## src/rtl/clock_gen_div_n.sv

```systemverilog
`default_nettype none
// ============================================================================
// Module   : clock_gen_div_n
// Purpose  : Runtime-programmable integer clock divider. Divides inClk by
//            D >= 2 and produces a registered near-50% square wave (outClk)
//            and a one-cycle enable pulse (tick) once per output period.
//            New divisors are staged and applied only at a period boundary,
//            so the output never produces a runt pulse.
// Ports    : inClk   - system clock, all logic on its rising edge
//            reset   - synchronous active-high reset (highest priority)
//            enable  - count enable; low freezes counter and outClk
//            divLoad - one-cycle strobe requesting a new divisor
//            divIn   - requested divisor (0 and 1 are treated as 2)
//            syncIn  - phase-align strobe (only with CLKDIV_SYNC_EN)
//            outClk  - divided square wave, low D-H cycles, high H cycles
//            tick    - one-cycle pulse coincident with the counter wrap
//            divCur  - divisor currently in effect
//            pending - a loaded divisor is waiting for the period boundary
// Options  : `define CLKDIV_SYNC_EN adds the syncIn port.
// Revision : 1.0 - initial release
// ============================================================================
module clock_gen_div_n #(
    parameter int WIDTH       = 24,
    parameter int DEFAULT_DIV = 2
) (
    input  logic             inClk,
    input  logic             reset,
    input  logic             enable,
    input  logic             divLoad,
    input  logic [WIDTH-1:0] divIn,
`ifdef CLKDIV_SYNC_EN
    input  logic             syncIn,
`endif
    output logic             outClk,
    output logic             tick,
    output logic [WIDTH-1:0] divCur,
    output logic             pending
);

    localparam logic [WIDTH-1:0] c_DEF_DIV = WIDTH'(DEFAULT_DIV);
    localparam logic [WIDTH-1:0] c_MIN_DIV = WIDTH'(2);

    logic [WIDTH-1:0] cnt_q,      cnt_d;
    logic [WIDTH-1:0] div_q,      div_d;
    logic [WIDTH-1:0] pend_div_q, pend_div_d;
    logic             pending_q,  pending_d;
    logic             outclk_q,   outclk_d;
    logic             tick_q,     tick_d;

    logic [WIDTH-1:0] w_div_in_clamped;
    logic [WIDTH-1:0] w_next_div;
    logic             w_last;
    logic             w_sync;

`ifdef CLKDIV_SYNC_EN
    assign w_sync = syncIn;
`else
    assign w_sync = 1'b0;
`endif

    assign w_div_in_clamped = (divIn < c_MIN_DIV) ? c_MIN_DIV : divIn;
    assign w_last           = (cnt_q == div_q - WIDTH'(1));

    // Divisor to adopt at a restart point: a same-edge load beats a staged
    // one, which beats keeping the current divisor.
    assign w_next_div = divLoad   ? w_div_in_clamped :
                        pending_q ? pend_div_q       : div_q;

    always_comb begin
        cnt_d      = cnt_q;
        div_d      = div_q;
        pend_div_d = pend_div_q;
        pending_d  = pending_q;
        tick_d     = 1'b0;

        if (w_sync) begin
            // Phase realign: restart the period immediately, regardless of
            // enable, taking any requested or staged divisor on the way.
            cnt_d     = '0;
            div_d     = w_next_div;
            pending_d = 1'b0;
        end else if (enable && w_last) begin
            cnt_d     = '0;
            div_d     = w_next_div;
            pending_d = 1'b0;
            tick_d    = 1'b1;
        end else if (enable) begin
            cnt_d = cnt_q + WIDTH'(1);
            if (divLoad) begin
                pend_div_d = w_div_in_clamped;
                pending_d  = 1'b1;
            end
        end else if (divLoad || pending_q) begin
            // Frozen divider: nothing is mid-flight on the output, so adopt
            // the new divisor now and restart cleanly on re-enable.
            cnt_d     = '0;
            div_d     = w_next_div;
            pending_d = 1'b0;
        end

        // outClk is a registered copy of (cnt >= D - floor(D/2)) for the
        // state being entered, so it always tracks the counter exactly.
        outclk_d = (cnt_d >= (div_d - (div_d >> 1)));
    end

    always_ff @(posedge inClk) begin
        if (reset) begin
            cnt_q      <= '0;
            div_q      <= c_DEF_DIV;
            pend_div_q <= '0;
            pending_q  <= 1'b0;
            outclk_q   <= 1'b0;
            tick_q     <= 1'b0;
        end else begin
            cnt_q      <= cnt_d;
            div_q      <= div_d;
            pend_div_q <= pend_div_d;
            pending_q  <= pending_d;
            outclk_q   <= outclk_d;
            tick_q     <= tick_d;
        end
    end

    assign outClk  = outclk_q;
    assign tick    = tick_q;
    assign divCur  = div_q;
    assign pending = pending_q;

endmodule
`default_nettype wire

```

## config.mk

```make
export PLATFORM = sky130hd
export DESIGN_NAME = clock_gen_div_n
export DESIGN_NICKNAME = d
export VERILOG_FILES = /design/src/rtl/clock_gen_div_n.sv
export SDC_FILE = /design/constraint.sdc
export NUM_CORES = 1
export LEC_CHECK = 0
export CAP_MARGIN = 20
export CORE_UTILIZATION = 45
export CTS_CLUSTER_DIAMETER = 60
export DETAILED_ROUTE_END_ITERATION = 10
export DONT_BUFFER_PORTS = 1
export PLACE_DENSITY = 0.72
export SYNTH_ARGS = -nofsm -noshare
export SYNTH_HDL_FRONTEND = slang
export SYNTH_SLANG_ARGS = --single-unit
```

## constraint.sdc

```tcl
create_clock -name inClk -period 6.4 [get_ports inClk]
set_input_delay 1.28 -clock inClk [delete_from_list [all_inputs] [get_ports inClk]]
set_output_delay 1.28 -clock inClk [all_outputs]
set_load 0.01 [all_outputs]
```

## Word level (Yosys, flattened, before mapping)

Cells that the tools add are included.

- Word-level logic and storage cells: 33
- Memories kept: 0
- Bits in registers: 75
- Output and inout bits: 27
- Memory bits (writable): 0
- ROM bits: 0
- Latch bits: 0

- $lt $le $gt $ge: 2
- Eq/ne operators: 2
- Add/subtract/negate cells: 3
- Divide/modulo/power cells: 0
- Shift-type cells: 0
- Reduce and logical (&&, ||, !) cells: 6
- Mux-type cells: 13
- Multiply operators: 0
- Bitwise operators: 1

Operator list:

| cell | count |
|---|---|
| $mux 24 | 9 |
| $add 24x1->24 const B | 1 |
| $eq 24x24->1 | 1 |
| $ge 24x24->1 | 1 |
| $lt 24x2->1 const B | 1 |
| $sub 24x1->24 const B | 1 |
| $sub 24x23->24 | 1 |
| $mux 1 | 4 |
| $reduce_and 3->1 | 1 |
| $ne 2x1->1 const B | 1 |
| $reduce_and 2->1 | 1 |
| $reduce_bool 2->1 | 1 |
| $reduce_or 2->1 | 1 |
| $logic_and 1x1->1 | 1 |
| $logic_or 1x1->1 | 1 |
| $not 1->1 | 1 |

## Logic depth before layout (Yosys ltp)

Gate-level depths: netlist of the first run.

- Depth in word-level cells: 8
- Depth in mapped cells: 35

## Worst setup path before layout of the first run

Ideal clock, no wire load.

- Kind: reg-to-reg
- Start: register div_q[0] (netlist: divCur[0])
- End: register outclk_q (netlist: outClk)
- Setup slack: -0.331 ns
- Arrival: 6.599 ns
- Library setup time: 0.132 ns
- Buffers on the path: 5
- Stages on the path, launching flop included: 34
- Cells stage by stage: dfxtp_1 inv_1 ha_1 or4b_1 buf_2 or4_1 buf_2 nor4b_4 o22ai_1 or4_1 o31a_1 buf_6 or2_1 buf_6 a221oi_2 inv_1 ha_1 clkbuf_1 a21oi_1 o21ai_0 a21oi_1 o31ai_1 nand2b_1 nand2_1 a21o_1 a21oi_1 xor2_1 ha_1 a21o_1 a21o_1 a2111oi_0 o21ai_0 o2111ai_1 a21oi_1

- Elaborated cells on any way between the ends: 11
- Classes of those cells: add/sub (2); order compare (1); eq/ne (1); mux (6); reduce/logical (1)

RTL lines:

| what | line | RTL |
|---|---|---|
| start, declared | 44 | `logic [WIDTH-1:0] div_q, div_d;` |
| start signal, assigned | 109 | `div_q <= c_DEF_DIV;` |
| start signal, assigned | 116 | `div_q <= div_d;` |
| $sub 24x1->24 | 62 | `assign w_last = (cnt_q == div_q - WIDTH'(1));` |
| $eq 24x24->1 | 62 |  |
| $logic_and 1x1->1 | 82 | `end else if (enable && w_last) begin` |
| $mux 24 | 82 |  |
| via div_d[8] | 44 |  |
| $sub 24x23->24 | 103 | `outclk_d = (cnt_d >= (div_d - (div_d >> 1)));` |
| $ge 24x24->1 | 103 |  |
| end signal, assigned | 119 | `outclk_q <= outclk_d;` |
| end, declared | 47 | `logic outclk_q, outclk_d;` |

The timed path passes the listed nets, and every way through them passes these cells.
A chain may end at the register's enable or synchronous reset.

## Final worst setup path of the first run

Same ends and word-level chain as after synthesis.

==> impl_metrics.tcl, run 1 <==
set metrics [dict create \
    placement.io_buffers 0 \
    cp_slowest_cell "or4_4" \
    die_height_um 116 \
    ys_async_sr_fraction_pct 0 \
    cts_htree_levels 3 \
    clock_path_buffers 2 \
    dpl.hpwl_um 13600 \
    r2r_cells 33 \
    vdd_ir_drop_max_v 0.000199 \
    ys_types 60 \
    synth_cells 731 \
    worst_slew_pin_slew_ps 796 \
    yosys-mux-area-fraction_pct 5.12 \
    ys.flop_type "dfxtp_1" \
    slew_violations 0 \
    avgViaCountPerCell 5.82 \
    p_per_area_mw_per_mm2 216 \
    drcViolationCount 0 \
    whs_ps 460 \
    synth_area_leaders "dfxtp_1 26%, ha_1 10%, nor2_1 5.9%, mux2i_1 5.1%, xnor2_1 3.7%" \
    cts_tree "done" \
    critPathLaunchType "flop" \
    setup_viol 0 \
    worstPathRequired_ps 6620 \
    core_area_mm2 0.0127 \
    synth_compound_area_share_pct 18.1 \
    synth_top_cell_area_share_pct 25.6 \
    synth_fa_ha_area_share_pct 10.8 \
    first_global_vias 5497 \
    std_cell_rows 41 \
    status "completed" \
    start_util_pct 46.3 \
    synth_edf_count 0 \
    reg2reg_slack_ps 30 \
    area_growth_pct 21.0 \
    cts_root_buf "clkbuf_16" \
    arrival_ps 6590 \
    cts_buffers 9 \
    track_usage_pct 26.2 \
    synthXorXnorAreaFrac_pct 7.47 \
    critPathKind "flop to flop" \
    cp_num_cells 33 \
    grt_pass1_wl_um 27000 \
    ioPinCount 55 \
    via_count 5678 \
    clk_pin_slew_worst_paths_ps 60 \
    fillerInstances 1145 \
    period_share_pct 99.6 \
    synth_top_family_by_area "simple AND/OR/NAND/NOR gates" \
    slew_headroom_pct 46.4 \
    max_cap_viol_count 0 \
    cp_common_cell "a21o_1" \
    rsz0062_at_grt "true" \
    antenna_cells 0 \
    fmax_ghz 0.157 \
    drive_gt1_share_pct 19.8 \
    dr.pass1.iters 4 \
    syn_area_mm2 0.00586 \
    crit_buf_inv 4 \
    yosysWarnings 0 \
    yosys.area_share.simple_pct 28.0 \
    final_net_count 877 \
    skew_ps 7.65 \
    crit_fanout 6 \
    grt_max_degree 76 \
    holdPathStages 2 \
    ant_nets 0 \
    p_leak_nw 3.20 \
    cts_sinks 75 \
    ys_ff_latch 75 \
    setup_ws_ps 26.5 \
    clk_latency_ps 340 \
    min_period_ps 6370 \
    die_w_um 116 \
    critical_path.top_delay_family "compound AO/OA/AOI/OAI gates" \
    synth_fp_nets 809 \
    place_congestion 0.895 \
    place_ws_ps -226 \
    seqCellArea_mm2 0.00151 \
    grt_overflow_total 0 \
    post-synth-top-count-cell "nor2_1" \
    ys_top_cells_by_count "92 x nor2_1, 75 x dfxtp_1, 49 x ha_1" \
    grt_antenna_before_repair 0 \
    hp-class "flop to flop" \
    max_stage_delay_ps 530 \
    drt_iter0_drc 251 \
    cp-end-kind "flop" \
    wl_per_cell_um 17.8 \
    synth_top_area_cell "dfxtp_1" \
    dieArea_mm2 0.0135 \
    postRouteWirelength_um 17300 \
    seq_area_frac_synth_pct 25.6 \
    hold_viol 0 \
    multi_input_area_mm2 0.00429 \
    syn_avg_cell_area_um2 8.02 \
]
[metal layers]
metal | vias to the layer above | global-route usage, % | routed length (µm)
met5 | - | 0 | 0
met4 | 0 | 13.7 | 724
met3 | 42 | 5.29 | 1120
met2 | 204 | 43.8 | 8130
met1 | 2656 | 31.7 | 7350
li1 | 2776 | - | -
[final timing paths]
path | start | to
setup / recovery | divCur[0] | outClk
hold / removal | pend_div_q[0] | pend_div_q[0]
hold reg to reg | pend_div_q[0] | pend_div_q[0]
setup reg to reg | divCur[0] | outClk
[registers in the layout, summed over array words and instances (netlist names)]
name / flops
divCur: 24
cnt_q: 24
pend_div_q: 24
pending: 1
tick: 1
outClk: 1
[cell usage in the layout (no fill, tap or decap), types with 29 or more instances in the layout]
master,instances
a21oi_1,29
buf_4,87
dfxtp_1,73
ha_1,45
inv_1,32
mux2i_1,30
nand2_1,29
nand3_1,32
nor2_1,90
nor2b_1,29
[report_power, final]
part / switching, mW / internal [mW] / total (mW)
Combinational: 0.306 / 0.278 / 0.584
Sequential: 0.0143 / 0.485 / 0.499
Clock: 0.188 / 0.259 / 0.447
[worst min-delay path, delay by kind of cell, from the launching register on]
| kind | cells | cell delay (ps) |
|---|---|---|
| AO/OA/AOI/OAI | 1 | 50 |
| AND/OR/NAND/NOR | 1 | 50 |
| flip-flops | 1 | 310 |
[repair_timing]
item	in CTS	in global routing
buffers inserted	5	1
pin swaps	20	7
hold endpoints to repair	0	0
hold buffers	0	0
resized for setup	23	9
cloned	0	0
setup endpoints to repair	1	1
[logic make-up after synthesis]
group / Yosys count
buffers and inverters: 68
xor gates and xnor gates: 50
and+or+nand+nor: 307
DFF: 75
adders and majority gates: 50
muxes: 30
AOI/OAI and AO/OA: 151
[per-stage QoR]
step | cells | TNS [ps] | power [mW] | instance area (µm²) | util (%)
CTS | 974 | -3.43 | 1.52 | 7050 | 55.7
finish | 975 | 0 | 1.53 | 7100 | 56.0
global route | 975 | -355 | 1.61 | 7100 | 56.0
detailed placement | 954 | -226 | 1.05 | 6670 | 52.6
global placement | 953 | -160 | 1.03 | 6640 | 52.4
floorplan | 731 | -67.3 | 0.887 | 5990 | -
[layout make-up]
type	instances	area share, %
clock buffers	12	3.33
clock inverters	3	0.247
inverters	35	1.85
multi-input cells	588	60.4
flip-flops and latches	75	21.2
well taps	172	3.03
repair buffers	90	9.91
(Power assumes the default switching activity.)
==> inputs of run 2 (changes only) <==
- CAP_MARGIN: 20 -> 5
- CORE_ASPECT_RATIO: default -> 1.2
==> run 2 against run 1 <==
Net effect: the run now ends with negative setup slack left; die area barely moved; clock-buffer cell count fell by 1; critical path depth fell by 5; first-iteration DRC count rose by 12%; total power increased by 8.2%.
==> impl_metrics.tcl, run 2 (synthesis results as in run 1) <==
set metrics [dict create \
    grt_overflow_total 0 \
    p_sw_mw 0.517 \
    cts_sinks 75 \
    mostFrequentLayoutCells "93 x buf_4, 90 x nor2_1, 73 x dfxtp_1, 45 x ha_1, 33 x inv_1" \
    hp-class "flop to flop" \
    antenna_cells 0 \
    clock_path_buffers 2 \
    via_count 5829 \
    postRouteWirelength_um 17600 \
    die_height_um 127 \
    slew_headroom_pct 46.8 \
    min_period_ps 6410 \
    vdd_ir_drop_max_v 0.000211 \
    cts_tree "done" \
    internal_power_mw 1.14 \
    grt_max_degree 76 \
    setup_viol 1 \
    layout_commonest_cell "buf_4" \
    wl_per_cell_um 18.1 \
    drive_gt1_share_pct 20.2 \
    p_seq_share_pct 30.2 \
    die_w_um 106 \
    dr.pass1.iters 5 \
    ant_nets 0 \
    max_stage_delay_ps 530 \
    p_sw_share_pct 31.3 \
    track_usage_pct 26.6 \
    cp-end-kind "flop" \
    p_per_area_mw_per_mm2 231 \
    avgViaCountPerCell 6.00 \
    rsz0062_at_grt "true" \
    ioPinCount 55 \
    cts_buffers 9 \
    grt_pass1_wl_um 28300 \
    period_share_pct 100 \
    drcViolationCount 0 \
    fmax_ghz 0.156 \
    max_cap_viol_count 0 \
    p_leak_nw 3.25 \
    std_cell_rows 45 \
    cts_root_buf "clkbuf_16" \
    hold_viol 0 \
    worst_slew_pin_slew_ps 795 \
    status "finished, violations left" \
    worstPathRequired_ps 6620 \
    crit_fanout 6 \
    cts_htree_levels 3 \
    critPathLaunchType "flop" \
    start_util_pct 46.3 \
    failed_checks "negative setup slack" \
    core_area_mm2 0.0127 \
    reg2reg_slack_ps -10 \
    setup_ws_ps -12.9 \
    placement.io_buffers 0 \
    final_net_count 883 \
    place_congestion 0.955 \
    critPathKind "flop to flop" \
    dpl.hpwl_um 13700 \
    drt_iter0_drc 281 \
    slew_violations 0 \
    area_growth_pct 22.3 \
    clk_latency_ps 340 \
    final_cell_count_no_fill 972 \
    skew_ps 9.01 \
    dieArea_mm2 0.0135 \
    grt_antenna_before_repair 0 \
    arrival_ps 6630 \
    clk_pin_slew_worst_paths_ps 60 \
    first_global_vias 5960 \
    cp_slowest_cell "or4_4" \
    placedCellCount 951 \
    cts_hold_buf 0 \
    comb_power_share_pct 35.3 \
    power_mw 1.66 \
    clkPwrFrac_pct 34.5 \
]
==> run 2: cell types whose count changed in the layout (fill, tap and decap cells not counted), sizes merged <==
| cell | change |
|---|---|
| clkinv | -2 |
| inv | +1 |
| clkbuf | -1 |
| clkinvlp | -1 |
| bufinv | +2 |
| buf | +6 |
==> run 2: worst paths after layout <==
path | startpoint | end | depth (start not counted)
setup / recovery | divCur[1] | outClk | 28
setup reg to reg | divCur[1] | outClk | 28
hold reg to reg | pend_div_q[1] | pend_div_q[1] | 2
hold / removal | pend_div_q[1] | pend_div_q[1] | 2
==> run 2: layout make-up <==
cell class	instances	area (µm²)
Fill cell	1086	5500
Multi-Input combinational cell	588	4260
Sequential cell	75	1510
Timing Repair Buffer	96	732
Clock buffer	11	264
Tap cell	164	205
Inverter	35	131
Clock inverter	3	68.8
==> run 2: power by group through the flow <==
stage | logic (mW) | clock network [mW] | registers [mW]
2_1_floorplan | 0.372 | 0 | 0.515
3_3_place_gp | 0.524 | 0 | 0.508
3_5_place_dp | 0.541 | 0 | 0.509
4_1_cts | 0.567 | 0.574 | 0.499
5_1_grt | 0.636 | 0.593 | 0.501
6_report | 0.585 | 0.571 | 0.500
==> run 2: routing by layer <==
metal / vias up / track usage (%) / wire [µm]
met4: 0 / 15.4 / 845
met5: - / 0 / 0
li1: 2784 / - / -
met2: 227 / 48.0 / 8860
met3: 66 / 5.15 / 961
met1: 2752 / 28.7 / 6960
==> run 2: what timing repair did <==
item	4_1_cts	5_1_grt
endpoints found under the setup margin	1	1
resized for setup	21	6
pin swaps	14	16
buffers inserted	5	2
==> run 2: metrics by stage <==
| stage | instance area [µm²] | TNS (ps) | utilization, % | setup WS [ps] | hold slack [ps] |
|---|---|---|---|---|---|
| after floorplan | 5990 | -67.3 | - | -67.3 | 437 |
| after global placement | 6680 | -82.6 | 52.7 | -82.6 | 438 |
| after detailed placement | 6680 | -233 | 52.7 | -233 | 451 |
| after CTS | 7130 | 0 | 56.3 | 0.422 | 459 |
| after global routing | 7170 | -311 | 56.6 | -311 | 484 |
| final | 7170 | -12.9 | 56.6 | -12.9 | 467 |
==> run 2: worst max-delay path, delay by kind of cell, from the launching register on <==
family	cells	cell delay (ps)
flops	1	360
fa+ha+maj	3	720
xor+xnor	1	200
compound gates	11	2220
buf+inv	5	690
simple gates	8	2110
==> inputs of run 3 (changes only) <==
- PLACE_DENSITY: 0.72 -> 0.7
- clock period: 6.4 -> 7.07 ns (I/O delays scaled with it)
==> run 3 against run 2 <==
Net effect: the run now ends clean; highest routed layer unchanged; worst hold slack got worse by 12 ps; first-iteration DRC count shrank 10%; clock power decreased by 13%; cell count decreased by 5.7%; critical path type unchanged; design area shrank 6.5%; core utilization is 3.7 points lower; critical path depth fell by 2; routed wire length fell by 1.5%; largest cell class unchanged; non-clock buffer count is 57 lower.
==> impl_metrics.tcl, run 3 (synthesis results as in run 1) <==
set metrics [dict create \
    status "completed" \
    drt_iter0_drc 252 \
    cts_hold_buf 0 \
    maxUsedRoutingLayer "met4" \
    fmax_ghz 0.145 \
    cts_root_buf "clkbuf_16" \
    via_count 5594 \
    critPathLaunchType "flop" \
    die_w_um 106 \
    hp-class "flop to flop" \
    avgViaCountPerCell 6.10 \
    clk_pin_slew_worst_paths_ps 70 \
    grt_antenna_before_repair 0 \
    max_stage_delay_ps 570 \
    grt_max_degree 76 \
    max_cap_viol_count 0 \
    min_period_ps 6880 \
    area_growth_pct 14.3 \
    dr_wl_met3_um 868 \
    dieArea_mm2 0.0135 \
    clock_path_buffers 2 \
    crit_fanout 6 \
    setup_viol 0 \
    ant_nets 0 \
    clk_latency_ps 340 \
    worstHoldEndpoint "pend_div_q[1]" \
    wl_per_cell_um 18.9 \
    r2r_end "outClk" \
    core_area_mm2 0.0127 \
    std_cell_rows 45 \
    grt_overflow_total 0 \
    cts_tree "done" \
    final_net_count 826 \
    ioPinCount 55 \
    slew_violations 0 \
    start_util_pct 46.3 \
    place_congestion 0.936 \
    worstPathRequired_ps 7290 \
    arrival_ps 7100 \
    setup_ws_ps 190 \
    skew_ps 11.9 \
    r2r_cells 26 \
    dpl.hpwl_um 13100 \
    die_height_um 127 \
    cts_htree_levels 3 \
    mostFrequentLayoutCells "90 x nor2_1, 75 x dfxtp_1, 45 x ha_1, 38 x buf_4, 35 x inv_1" \
    period_share_pct 97.3 \
    hold_viol 0 \
    antenna_cells 0 \
    postRouteWirelength_um 17400 \
    place_ws_ps -64.7 \
    cts_buffers 9 \
    critical_path.top_delay_family "compound AO/OA/AOI/OAI gates" \
    dr.pass1.iters 5 \
    drive_gt1_share_pct 13.4 \
    critPathKind "flop to flop" \
    cts_sinks 75 \
    holdPathStages 2 \
    cp_common_cell "a21o_1" \
    first_global_vias 5548 \
    crit_buf_inv 2 \
    p_leak_nw 2.96 \
    cp_slowest_cell "or4_1" \
    reg2reg_from "divCur[1]" \
    wl_met1_um 7090 \
    final_cell_count_no_fill 917 \
    track_usage_pct 25.5 \
    cp-end-kind "flop" \
    hold_start "pend_div_q[1]" \
    slew_headroom_pct 44.0 \
    vdd_ir_drop_max_v 0.000182 \
    reg2reg_slack_ps 190 \
    layout_commonest_cell "nor2_1" \
    worst_slew_pin_slew_ps 819 \
    p_per_area_mw_per_mm2 211 \
    grt_pass1_wl_um 27200 \
    wl_met2_um 8620 \
    placedCellCount 895 \
    drcViolationCount 0 \
    placement.io_buffers 0 \
]
## run 3: repair_timing
action	CTS	global route
pin swaps	2	9
endpoints found under the setup margin	1	1
gates resized for setup	5	38
buffers inserted	0	6
endpoints found under the hold margin	0	0
## run 3: area by class of cell
type                            instances  area [µm²]
Fill cell                            1129        5970
Clock buffer                            9         225
Multi-Input combinational cell        588        4250
Clock inverter                          7        92.6
Inverter                               35         131
Timing Repair Buffer                   39         297
Sequential cell                        75        1500
Tap cell                              164         205
## run 3: stage by stage
| stage | setup TNS [ps] | hold slack [ps] | total power, mW | area (µm²) | util (%) |
|---|---|---|---|---|---|
| final | 0 | 455 | 1.41 | 6700 | 52.9 |
| after CTS | 0 | 454 | 1.37 | 6490 | 51.2 |
| after detailed placement | -64.7 | 447 | 0.883 | 6160 | 48.6 |
| after global routing | -50.1 | 491 | 1.47 | 6700 | 52.9 |
| after global placement | 0 | 442 | 0.870 | 6160 | 48.6 |
| after floorplan | 0 | 437 | 0.786 | 5860 | - |
## run 3: worst max-delay path by stage
stage                     startpoint     end  slack, ps  cells after the start
after floorplan            divCur[0]  outClk        340                     33
after global placement     divCur[0]  outClk        200                     28
after detailed placement   divCur[1]  outClk        -60                     28
after CTS                  divCur[1]  outClk         30                     27
after global routing       divCur[1]  outClk        -50                     25
final                      divCur[1]  outClk        190                     26
## run 3: layer usage
metal / track usage, % / up-vias
li1: - / 2672
met1: 29.2 / 2654
met2: 45.8 / 212
met3: 3.62 / 56
met4: 13.2 / 0
met5: 0 / -
## run 3: power by group
group | leakage, nW | internal, mW | switching [mW]
Combinational | 2.20 | 0.207 | 0.256
Sequential | 0.611 | 0.439 | 0.0177
Clock | 0.147 | 0.308 | 0.186
Total | 2.96 | 0.953 | 0.460
## run 3: worst register-to-register path: cells and delay by family, from the launching register on
family	cells	cell delay [ps]
DFF	1	320
adders and majority gates	2	650
buffers and inverters	2	250
and+or+nand+nor	7	2460
xor gates and xnor gates	1	140
AOI/OAI and AO/OA	14	2940
